<file path="src/rtl/epp_host_if.sv">
// -----------------------------------------------------------------------------
// epp_host_if
// Signal bundle between the EPP host engine and its surroundings: the
// command/response handshake on one side and the EPP bus pins on the other.
//
//   cmd_valid/cmd_ready    request handshake (accept when both high)
//   cmd_addr               1 = address cycle (Astb), 0 = data cycle (Dstb)
//   cmd_write              1 = write, 0 = read
//   cmd_wdata[7:0]         write byte
//   rsp_valid              one-cycle pulse, transfer finished
//   rsp_rdata[7:0]         read byte (0x00 after writes and aborts)
//   rsp_error              transfer aborted by timeout
//   epp_db_out[7:0]        DB value driven by the host
//   epp_db_oe              host drives DB (tristate enable at top level)
//   epp_db_in[7:0]         DB value seen at the pin
//   epp_astb/epp_dstb      address/data strobes, active low
//   epp_wr                 0 = write, 1 = read
//   epp_wait               peripheral Wait, asynchronous
//
// Modports:
//   master - the host engine (drives strobes, DB and the response)
//   slave  - everything else (command source plus EPP peripheral)
// -----------------------------------------------------------------------------
interface epp_host_if;
  logic       cmd_valid;
  logic       cmd_ready;
  logic       cmd_addr;
  logic       cmd_write;
  logic [7:0] cmd_wdata;
  logic       rsp_valid;
  logic [7:0] rsp_rdata;
  logic       rsp_error;
  logic [7:0] epp_db_out;
  logic       epp_db_oe;
  logic [7:0] epp_db_in;
  logic       epp_astb;
  logic       epp_dstb;
  logic       epp_wr;
  logic       epp_wait;

  modport master (
    input  cmd_valid, cmd_addr, cmd_write, cmd_wdata, epp_db_in, epp_wait,
    output cmd_ready, rsp_valid, rsp_rdata, rsp_error,
           epp_db_out, epp_db_oe, epp_astb, epp_dstb, epp_wr
  );

  modport slave (
    output cmd_valid, cmd_addr, cmd_write, cmd_wdata, epp_db_in, epp_wait,
    input  cmd_ready, rsp_valid, rsp_rdata, rsp_error,
           epp_db_out, epp_db_oe, epp_astb, epp_dstb, epp_wr
  );
endinterface

</file>
<file path="src/rtl/epp_host.sv">
// -----------------------------------------------------------------------------
// epp_host
// EPP host (initiator) engine. Turns single address/data read/write requests
// into EPP bus cycles (Astb/Dstb/Wr strobes, DB drive, Wait handshake) and
// reports completion on a one-cycle response strobe.
//
// Ports:
//   clk   system clock
//   rst   synchronous active-high reset
//   bus   epp_host_if.master (command, response and EPP pin signals)
//
// Parameters:
//   SETUP_CYCLES    clk cycles Wr/DB are stable before the strobe falls (1-15)
//   TIMEOUT_CYCLES  clk cycles per handshake phase before abort (2-65535),
//                   only meaningful when EPP_HOST_TIMEOUT_EN is defined
//
// Optional feature macro: EPP_HOST_TIMEOUT_EN
//   defined     -> a 16-bit watchdog aborts a stuck STROBE/RELEASE phase and
//                  answers with rsp_error = 1
//   not defined -> phases wait indefinitely, rsp_error is always 0
// -----------------------------------------------------------------------------
module epp_host #(
  parameter int unsigned SETUP_CYCLES   = 2,
  parameter int unsigned TIMEOUT_CYCLES = 1024
) (
  input  logic       clk,
  input  logic       rst,
  epp_host_if.master bus
);

  // Reject out-of-range configurations at elaboration time.
  if (SETUP_CYCLES < 1 || SETUP_CYCLES > 15) begin : g_bad_setup
    $error("epp_host: SETUP_CYCLES must be 1..15");
  end
  if (TIMEOUT_CYCLES < 2 || TIMEOUT_CYCLES > 65535) begin : g_bad_timeout
    $error("epp_host: TIMEOUT_CYCLES must be 2..65535");
  end

  typedef enum logic [1:0] {
    ST_IDLE    = 2'd0,
    ST_SETUP   = 2'd1,
    ST_STROBE  = 2'd2,
    ST_RELEASE = 2'd3
  } state_e;

  localparam logic [3:0] SETUP_LAST = 4'(SETUP_CYCLES - 1);

  state_e     state_q,     state_d;
  logic [3:0] setup_cnt_q, setup_cnt_d;
  logic       is_addr_q,   is_addr_d;
  logic       is_write_q,  is_write_d;
  logic [7:0] rd_q,        rd_d;
  logic       astb_q,      astb_d;
  logic       dstb_q,      dstb_d;
  logic       wr_q,        wr_d;
  logic [7:0] db_out_q,    db_out_d;
  logic       db_oe_q,     db_oe_d;
  logic       rsp_valid_q, rsp_valid_d;
  logic [7:0] rsp_rdata_q, rsp_rdata_d;
  logic       rsp_error_q, rsp_error_d;
  logic       wait_meta_q;
  logic       wait_s_q;
  logic       cmd_ready_s;
`ifdef EPP_HOST_TIMEOUT_EN
  localparam logic [15:0] TO_LAST = 16'(TIMEOUT_CYCLES - 1);
  logic [15:0] to_cnt_q, to_cnt_d;
`endif

  // Wait synchronizer; comes out of reset as "busy" so that no cycle starts
  // before the real pin level has been observed.
  always_ff @(posedge clk) begin
    if (rst) begin
      wait_meta_q <= 1'b1;
      wait_s_q    <= 1'b1;
    end else begin
      wait_meta_q <= bus.epp_wait;
      wait_s_q    <= wait_meta_q;
    end
  end

  // State and output registers.
  always_ff @(posedge clk) begin
    if (rst) begin
      state_q     <= ST_IDLE;
      setup_cnt_q <= 4'd0;
      is_addr_q   <= 1'b0;
      is_write_q  <= 1'b0;
      rd_q        <= 8'h00;
      astb_q      <= 1'b1;
      dstb_q      <= 1'b1;
      wr_q        <= 1'b1;
      db_out_q    <= 8'h00;
      db_oe_q     <= 1'b0;
      rsp_valid_q <= 1'b0;
      rsp_rdata_q <= 8'h00;
      rsp_error_q <= 1'b0;
`ifdef EPP_HOST_TIMEOUT_EN
      to_cnt_q    <= 16'd0;
`endif
    end else begin
      state_q     <= state_d;
      setup_cnt_q <= setup_cnt_d;
      is_addr_q   <= is_addr_d;
      is_write_q  <= is_write_d;
      rd_q        <= rd_d;
      astb_q      <= astb_d;
      dstb_q      <= dstb_d;
      wr_q        <= wr_d;
      db_out_q    <= db_out_d;
      db_oe_q     <= db_oe_d;
      rsp_valid_q <= rsp_valid_d;
      rsp_rdata_q <= rsp_rdata_d;
      rsp_error_q <= rsp_error_d;
`ifdef EPP_HOST_TIMEOUT_EN
      to_cnt_q    <= to_cnt_d;
`endif
    end
  end

  // Next-state and next-output logic of the bus-cycle sequencer.
  always_comb begin
    state_d     = state_q;
    setup_cnt_d = setup_cnt_q;
    is_addr_d   = is_addr_q;
    is_write_d  = is_write_q;
    rd_d        = rd_q;
    astb_d      = astb_q;
    dstb_d      = dstb_q;
    wr_d        = wr_q;
    db_out_d    = db_out_q;
    db_oe_d     = db_oe_q;
    rsp_valid_d = 1'b0;
    rsp_rdata_d = rsp_rdata_q;
    rsp_error_d = rsp_error_q;
    cmd_ready_s = 1'b0;
`ifdef EPP_HOST_TIMEOUT_EN
    to_cnt_d    = to_cnt_q;
`endif

    case (state_q)
      ST_IDLE: begin
        // Never start while the previous peripheral still holds Wait.
        cmd_ready_s = ~wait_s_q;
        if (bus.cmd_valid && cmd_ready_s) begin
          is_addr_d   = bus.cmd_addr;
          is_write_d  = bus.cmd_write;
          wr_d        = ~bus.cmd_write;
          setup_cnt_d = 4'd0;
          state_d     = ST_SETUP;
          if (bus.cmd_write) begin
            db_out_d = bus.cmd_wdata;
            db_oe_d  = 1'b1;
          end else begin
            db_oe_d  = 1'b0;
          end
        end else begin
          state_d = ST_IDLE;
        end
      end

      ST_SETUP: begin
        if (setup_cnt_q == SETUP_LAST) begin
          if (is_addr_q) begin
            astb_d = 1'b0;
          end else begin
            dstb_d = 1'b0;
          end
          state_d = ST_STROBE;
`ifdef EPP_HOST_TIMEOUT_EN
          to_cnt_d = 16'd0;
`endif
        end else begin
          setup_cnt_d = setup_cnt_q + 4'd1;
        end
      end

      ST_STROBE: begin
        // A Wait already high on entry is taken as the handshake.
        if (wait_s_q) begin
          if (!is_write_q) begin
            rd_d = bus.epp_db_in;
          end else begin
            rd_d = rd_q;
          end
          astb_d  = 1'b1;
          dstb_d  = 1'b1;
          state_d = ST_RELEASE;
`ifdef EPP_HOST_TIMEOUT_EN
          to_cnt_d = 16'd0;
        end else if (to_cnt_q == TO_LAST) begin
          astb_d      = 1'b1;
          dstb_d      = 1'b1;
          db_oe_d     = 1'b0;
          wr_d        = 1'b1;
          rsp_valid_d = 1'b1;
          rsp_error_d = 1'b1;
          rsp_rdata_d = 8'h00;
          state_d     = ST_IDLE;
        end else begin
          to_cnt_d = to_cnt_q + 16'd1;
        end
`else
        end else begin
          state_d = ST_STROBE;
        end
`endif
      end

      ST_RELEASE: begin
        // DB and Wr stay put until the peripheral has dropped Wait.
        if (!wait_s_q) begin
          db_oe_d     = 1'b0;
          wr_d        = 1'b1;
          rsp_valid_d = 1'b1;
          rsp_error_d = 1'b0;
          state_d     = ST_IDLE;
          if (is_write_q) begin
            rsp_rdata_d = 8'h00;
          end else begin
            rsp_rdata_d = rd_q;
          end
`ifdef EPP_HOST_TIMEOUT_EN
        end else if (to_cnt_q == TO_LAST) begin
          db_oe_d     = 1'b0;
          wr_d        = 1'b1;
          rsp_valid_d = 1'b1;
          rsp_error_d = 1'b1;
          rsp_rdata_d = 8'h00;
          state_d     = ST_IDLE;
        end else begin
          to_cnt_d = to_cnt_q + 16'd1;
        end
`else
        end else begin
          state_d = ST_RELEASE;
        end
`endif
      end

      default: begin
        state_d = ST_IDLE;
      end
    endcase
  end

  assign bus.cmd_ready  = cmd_ready_s;
  assign bus.rsp_valid  = rsp_valid_q;
  assign bus.rsp_rdata  = rsp_rdata_q;
  assign bus.rsp_error  = rsp_error_q;
  assign bus.epp_db_out = db_out_q;
  assign bus.epp_db_oe  = db_oe_q;
  assign bus.epp_astb   = astb_q;
  assign bus.epp_dstb   = dstb_q;
  assign bus.epp_wr     = wr_q;

endmodule

</file>
<file path="src/flat_wrapper.sv">
// flat-port wrapper written by rule: the top's interface ports become plain ports
module epp_host_flat 
#(
  parameter int unsigned SETUP_CYCLES   = 2,
  parameter int unsigned TIMEOUT_CYCLES = 1024
)
  (clk, rst, bus_cmd_valid, bus_cmd_addr, bus_cmd_write, bus_cmd_wdata, bus_epp_db_in, bus_epp_wait, bus_cmd_ready, bus_rsp_valid, bus_rsp_rdata, bus_rsp_error, bus_epp_db_out, bus_epp_db_oe, bus_epp_astb, bus_epp_dstb, bus_epp_wr);
  epp_host_if bus_i ();
  input  logic clk;
  input  logic rst;
  input wire logic [$bits(bus_i.cmd_valid)-1:0] bus_cmd_valid;
  input wire logic [$bits(bus_i.cmd_addr)-1:0] bus_cmd_addr;
  input wire logic [$bits(bus_i.cmd_write)-1:0] bus_cmd_write;
  input wire logic [$bits(bus_i.cmd_wdata)-1:0] bus_cmd_wdata;
  input wire logic [$bits(bus_i.epp_db_in)-1:0] bus_epp_db_in;
  input wire logic [$bits(bus_i.epp_wait)-1:0] bus_epp_wait;
  output wire logic [$bits(bus_i.cmd_ready)-1:0] bus_cmd_ready;
  output wire logic [$bits(bus_i.rsp_valid)-1:0] bus_rsp_valid;
  output wire logic [$bits(bus_i.rsp_rdata)-1:0] bus_rsp_rdata;
  output wire logic [$bits(bus_i.rsp_error)-1:0] bus_rsp_error;
  output wire logic [$bits(bus_i.epp_db_out)-1:0] bus_epp_db_out;
  output wire logic [$bits(bus_i.epp_db_oe)-1:0] bus_epp_db_oe;
  output wire logic [$bits(bus_i.epp_astb)-1:0] bus_epp_astb;
  output wire logic [$bits(bus_i.epp_dstb)-1:0] bus_epp_dstb;
  output wire logic [$bits(bus_i.epp_wr)-1:0] bus_epp_wr;
  assign bus_i.cmd_valid = bus_cmd_valid;
  assign bus_i.cmd_addr = bus_cmd_addr;
  assign bus_i.cmd_write = bus_cmd_write;
  assign bus_i.cmd_wdata = bus_cmd_wdata;
  assign bus_i.epp_db_in = bus_epp_db_in;
  assign bus_i.epp_wait = bus_epp_wait;
  assign bus_cmd_ready = bus_i.cmd_ready;
  assign bus_rsp_valid = bus_i.rsp_valid;
  assign bus_rsp_rdata = bus_i.rsp_rdata;
  assign bus_rsp_error = bus_i.rsp_error;
  assign bus_epp_db_out = bus_i.epp_db_out;
  assign bus_epp_db_oe = bus_i.epp_db_oe;
  assign bus_epp_astb = bus_i.epp_astb;
  assign bus_epp_dstb = bus_i.epp_dstb;
  assign bus_epp_wr = bus_i.epp_wr;
  epp_host #(.SETUP_CYCLES(SETUP_CYCLES), .TIMEOUT_CYCLES(TIMEOUT_CYCLES)) u_core (.clk(clk), .rst(rst), .bus(bus_i));
endmodule
</file>
<file path="config.mk">
export PLATFORM = sky130hd
export DESIGN_NAME = epp_host_flat
export DESIGN_NICKNAME = d
export VERILOG_FILES = /design/src/rtl/epp_host_if.sv /design/src/rtl/epp_host.sv /design/src/flat_wrapper.sv
export SDC_FILE = /design/constraint.sdc
export NUM_CORES = 1
export LEC_CHECK = 0
export BUFFER_PORTS_ARGS = -buffer_cell sky130_fd_sc_hd__buf_2
export CELL_PAD_IN_SITES_DETAIL_PLACEMENT = 0
export CELL_PAD_IN_SITES_GLOBAL_PLACEMENT = 2
export CORE_ASPECT_RATIO = 0.5
export CORE_MARGIN = 3
export CORE_UTILIZATION = 27
export CTS_BUF_LIST = sky130_fd_sc_hd__clkbuf_16
export CTS_CLUSTER_SIZE = 28
export DETAILED_ROUTE_END_ITERATION = 7
export PLACE_DENSITY = 0.82
export SYNTH_ARGS = -nofsm -noshare
export SYNTH_HDL_FRONTEND = slang
export SYNTH_SLANG_ARGS = --single-unit
</file>
<file path="constraint.sdc">
create_clock -name clk -period 1.3 [get_ports clk]
set_input_delay 0.195 -clock clk [delete_from_list [all_inputs] [get_ports clk]]
set_output_delay 0.195 -clock clk [all_outputs]
set_load 0.02 [all_outputs]
</file>
==> key figures <==
Setup path
  – Biggest cell delay along the critical path: 0.62 ns
  – CP Depth: 3
  – Worst setup EP type: flip-flop
  – Worst Setup EP: u_core.setup_cnt_q[2]
  – CP Max Fanout: 7
  – Crit path DAT: 1.53 ns
  – Worst R2R Path Depth: 3
  – Crit Path Class: flip-flop to flip-flop
  – Critical path origin: u_core.wait_s_q
  – R2R setup slack: -0.06 ns
  – R2r startpoint: u_core.wait_s_q
  – RR Endpoint: u_core.setup_cnt_q[2]
  – Worst Setup Start Kind: flip-flop
  – Delay-heaviest family, CP: simple AND/OR/NAND/NOR gates
  – Critical-path cell list: or4b_4, or2b_1, a21oi_1
  – Worst Path Required: 1.47 ns
  – CP max-delay cell: or4b_4
  – Crit path buf inv count: 0

CTS
  – Num CTS Buffers: 5
  – Later-pin clock latency in the skew report: 0.28 ns
  – CTS H-tree lvls: 2
  – CTS tree: built
  – Clock slew at reported path FFs: 0.06 ns
  – CTS Buffer Depth: 2
  – Clock sinks: 39
  – Clock root cell: clkbuf_16
  – Post-CTS Setup Repair Bufs: 0

Power and ir drop
  – Part of the power in combinational logic: 6.3%
  – Clk network pwr share: 49.6%
  – Peak supply drop: 0.559 mV
  – Net Sw Frac: 21.1%
  – Psw: 582 µW
  – Flop pwr share: 44.1%
  – Power per Cell Area: 1270 nW/µm²
  – P_int: 2180 µW
  – Leak pwr: 0.000877 µW

STA
  – Final max-slew violation count: 0
  – Fmax: 735 MHz
  – Final WS setup: -0.0603 ns
  – Hold Vio Cnt, Final: 0
  – Final worst path period share: 105%
  – Hold WS: 0.106 ns
  – Finish-stage setup viols: 9
  – RSZ-0062 raised after global routing: yes
  – Skew final: 0.00613 ns
  – Post-layout min period: 1.36 ns

Synthesis
  – Syn Nets: 179
  – Synthesized area: 1500 µm²
  – Yosys reg bits: 39
  – Ys async rst share: 0%
  – Yosys warns: 0
  – Sequential area share after synthesis: 52.0%
  – Cell variety after synth: 38
  – EDFF count, synth: 0
  – Synthesized instance count: 155
  – Avg Cell Area, Syn: 9.69 µm²
  – Post-synth top flop: dfxtp_1

Cells and area
  – Finished Layout Cells: 282
  – Fin nets: 235
  – Antenna cell count: 0
  – Area Overhead vs Synth: 44.5%
  – Layout cell share with drive strength beyond 1: 44.8%
  – Final core occ: 42.3%

Route
  – Total routed wirelength: 3850 µm
  – Vias per cell: 4.49
  – Post-route ant nets: 0
  – DR DRC count: 0
  – DR vias: 1266
  – WL per Instance: 13.6 µm
  – Drt pass-1 iters: 4
  – Initial DRC count: 17

Placement
  – Placer congestion estimate: 0.730
  – Placed Cells: 273
  – Setup WS pre-CTS: -0.0989 ns
  – IO Port Bufs: 43
  – Hpwl dp: 2500 µm

Floorplan
  – DIE AREA: 6550 µm²
  – Die X: 112 µm
  – Site row count: 18
  – I/O pin count: 45
  – Initial Util: 29.3%
  – Core area: 5130 µm²
  – Die Ht: 58.8 µm

GRT
  – Pin count of the biggest net entering global routing: 31
  – First-pass GRT wire length: 6130 µm
  – Gr usage total: 12.0%
  – Initial antenna violation count: 0
  – GRT overflow: 0
  – Vias in the first global route: 1222
  – Top Usage Layer GRT: met2
  – Met3 usage: 4.41%
  – GR Util met2: 18.9%
  – GR met1 Demand/Resource: 16.0%

Outcome
  – Violated checks: negative setup slack
  – Run status: finished, violations left

Worst hold path
  – Min-Delay Path Class: input port to flip-flop

Flow run
  – Max Cap Violations: 0
-- placed cells by master (no fill, tap or decap), types with 5 or more instances in the layout --
| master | n |
|---|---|
| a21oi_1 | 14 |
| nand3_1 | 10 |
| nand2_1 | 6 |
| nor2_1 | 10 |
| dfxtp_1 | 34 |
| mux2i_1 | 8 |
| clkbuf_16 | 5 |
| buf_2 | 42 |
| buf_4 | 14 |
| a22o_1 | 8 |
-- power groups by stage --
stage	combinational, µW	clock [µW]	sequential (µW)
after detailed placement	156	0	1240
after CTS	168	1400	1220
after floorplan	76.1	0	1250
after global routing	190	1450	1220
final	174	1370	1220
after global placement	154	0	1240
-- worst register-to-register path: cells and delay by family (launching register included) --
kind	cells	cell delay, ns
AND/OR/NAND/NOR	2	0.85
flip-flops	1	0.37
AO/OA/AOI/OAI	1	0.04
-- metal layers --
| metal | vias up | part of all wire [%] |
|---|---|---|
| li1 | 665 | - |
| met1 | 578 | 49 |
| met2 | 21 | 46 |
| met3 | 2 | 4.1 |
| met4 | 0 | 0.49 |
| met5 | - | 0 |
-- cell usage after synthesis (2+ instances only) --
library cell	n	area share, %
a21oi_1	16	5.3
a22o_1	8	4.7
buf_2	4	1.3
buf_6	2	1.5
clkbuf_1	3	0.75
dfxtp_1	39	52
ha_1	2	1.7
inv_1	5	1.2
mux2i_1	8	5.3
nand2_1	6	1.5
nand3_1	10	3.3
nor2_1	11	2.7
nor3_1	3	1.0
o211ai_1	2	1.0
o21ai_0	5	1.7
o21ai_1	4	1.3
o31ai_1	2	1.0
or2_2	2	0.83
or3_1	4	1.7
-- kinds of logic (layout without fill, tap and decap cells) --
family | count (synthesis) | count (layout) | synth area share (%)
buffers and inverters | 16 | 72 | 5.58
muxes | 8 | 8 | 5.33
and+or+nand+nor | 48 | 49 | 18.2
adders and majority gates | 2 | 2 | 1.67
other | 1 | 1 | 0.250
AOI/OAI and AO/OA | 41 | 41 | 17.1
DFF | 39 | 39 | 52.0
-- how the worst min path moves through the flow --
stage	depth (start not counted)	end	from	slack, ns
final	2	u_core.wait_meta_q	bus_epp_wait	0.11
after global placement	2	u_core.wait_meta_q	bus_epp_wait	0.38
after detailed placement	2	u_core.wait_meta_q	bus_epp_wait	0.38
after CTS	2	u_core.wait_meta_q	bus_epp_wait	0.1
after floorplan	1	u_core.wait_meta_q	bus_epp_wait	0.30
after global routing	2	u_core.wait_meta_q	bus_epp_wait	0.1
-- metrics by stage --
step	TNS (ns)	area, µm²	total power, µW
after floorplan	-1.00	1530	1320
after global placement	-0.802	1910	1400
after detailed placement	-1.33	1910	1400
after CTS	-0.153	2140	2780
after global routing	-1.34	2170	2860
final	-0.246	2170	2770
-- layout make-up --
class | count | area (µm²)
Timing Repair Buffer | 59 | 367
Inverter | 5 | 18.8
Multi-Input combinational cell | 101 | 743
Tap cell | 70 | 87.6
Clock buffer | 5 | 125
Sequential cell | 39 | 792
Clock inverter | 3 | 38.8
Fill cell | 519 | 2960
-- registers in the layout, summed over array words and instances (netlist names) --
name,flops
u_core.bus.epp_astb,1
u_core.bus.epp_db_oe,1
u_core.bus.epp_db_out,8
u_core.bus.epp_dstb,1
u_core.bus.epp_wr,1
u_core.bus.rsp_rdata,8
u_core.bus.rsp_valid,1
u_core.is_addr_q,1
u_core.is_write_q,1
u_core.rd_q,8
u_core.setup_cnt_q,4
u_core.state_q,2
u_core.wait_meta_q,1
u_core.wait_s_q,1
-- repair_timing --
item                       4_1_cts  5_1_grt
hold buffers                     0        0
gates cloned                     1        0
pin swaps                        6        1
setup endpoints to repair       28       26
resized for setup               18        9
Power figures use the tool's default switching activity.
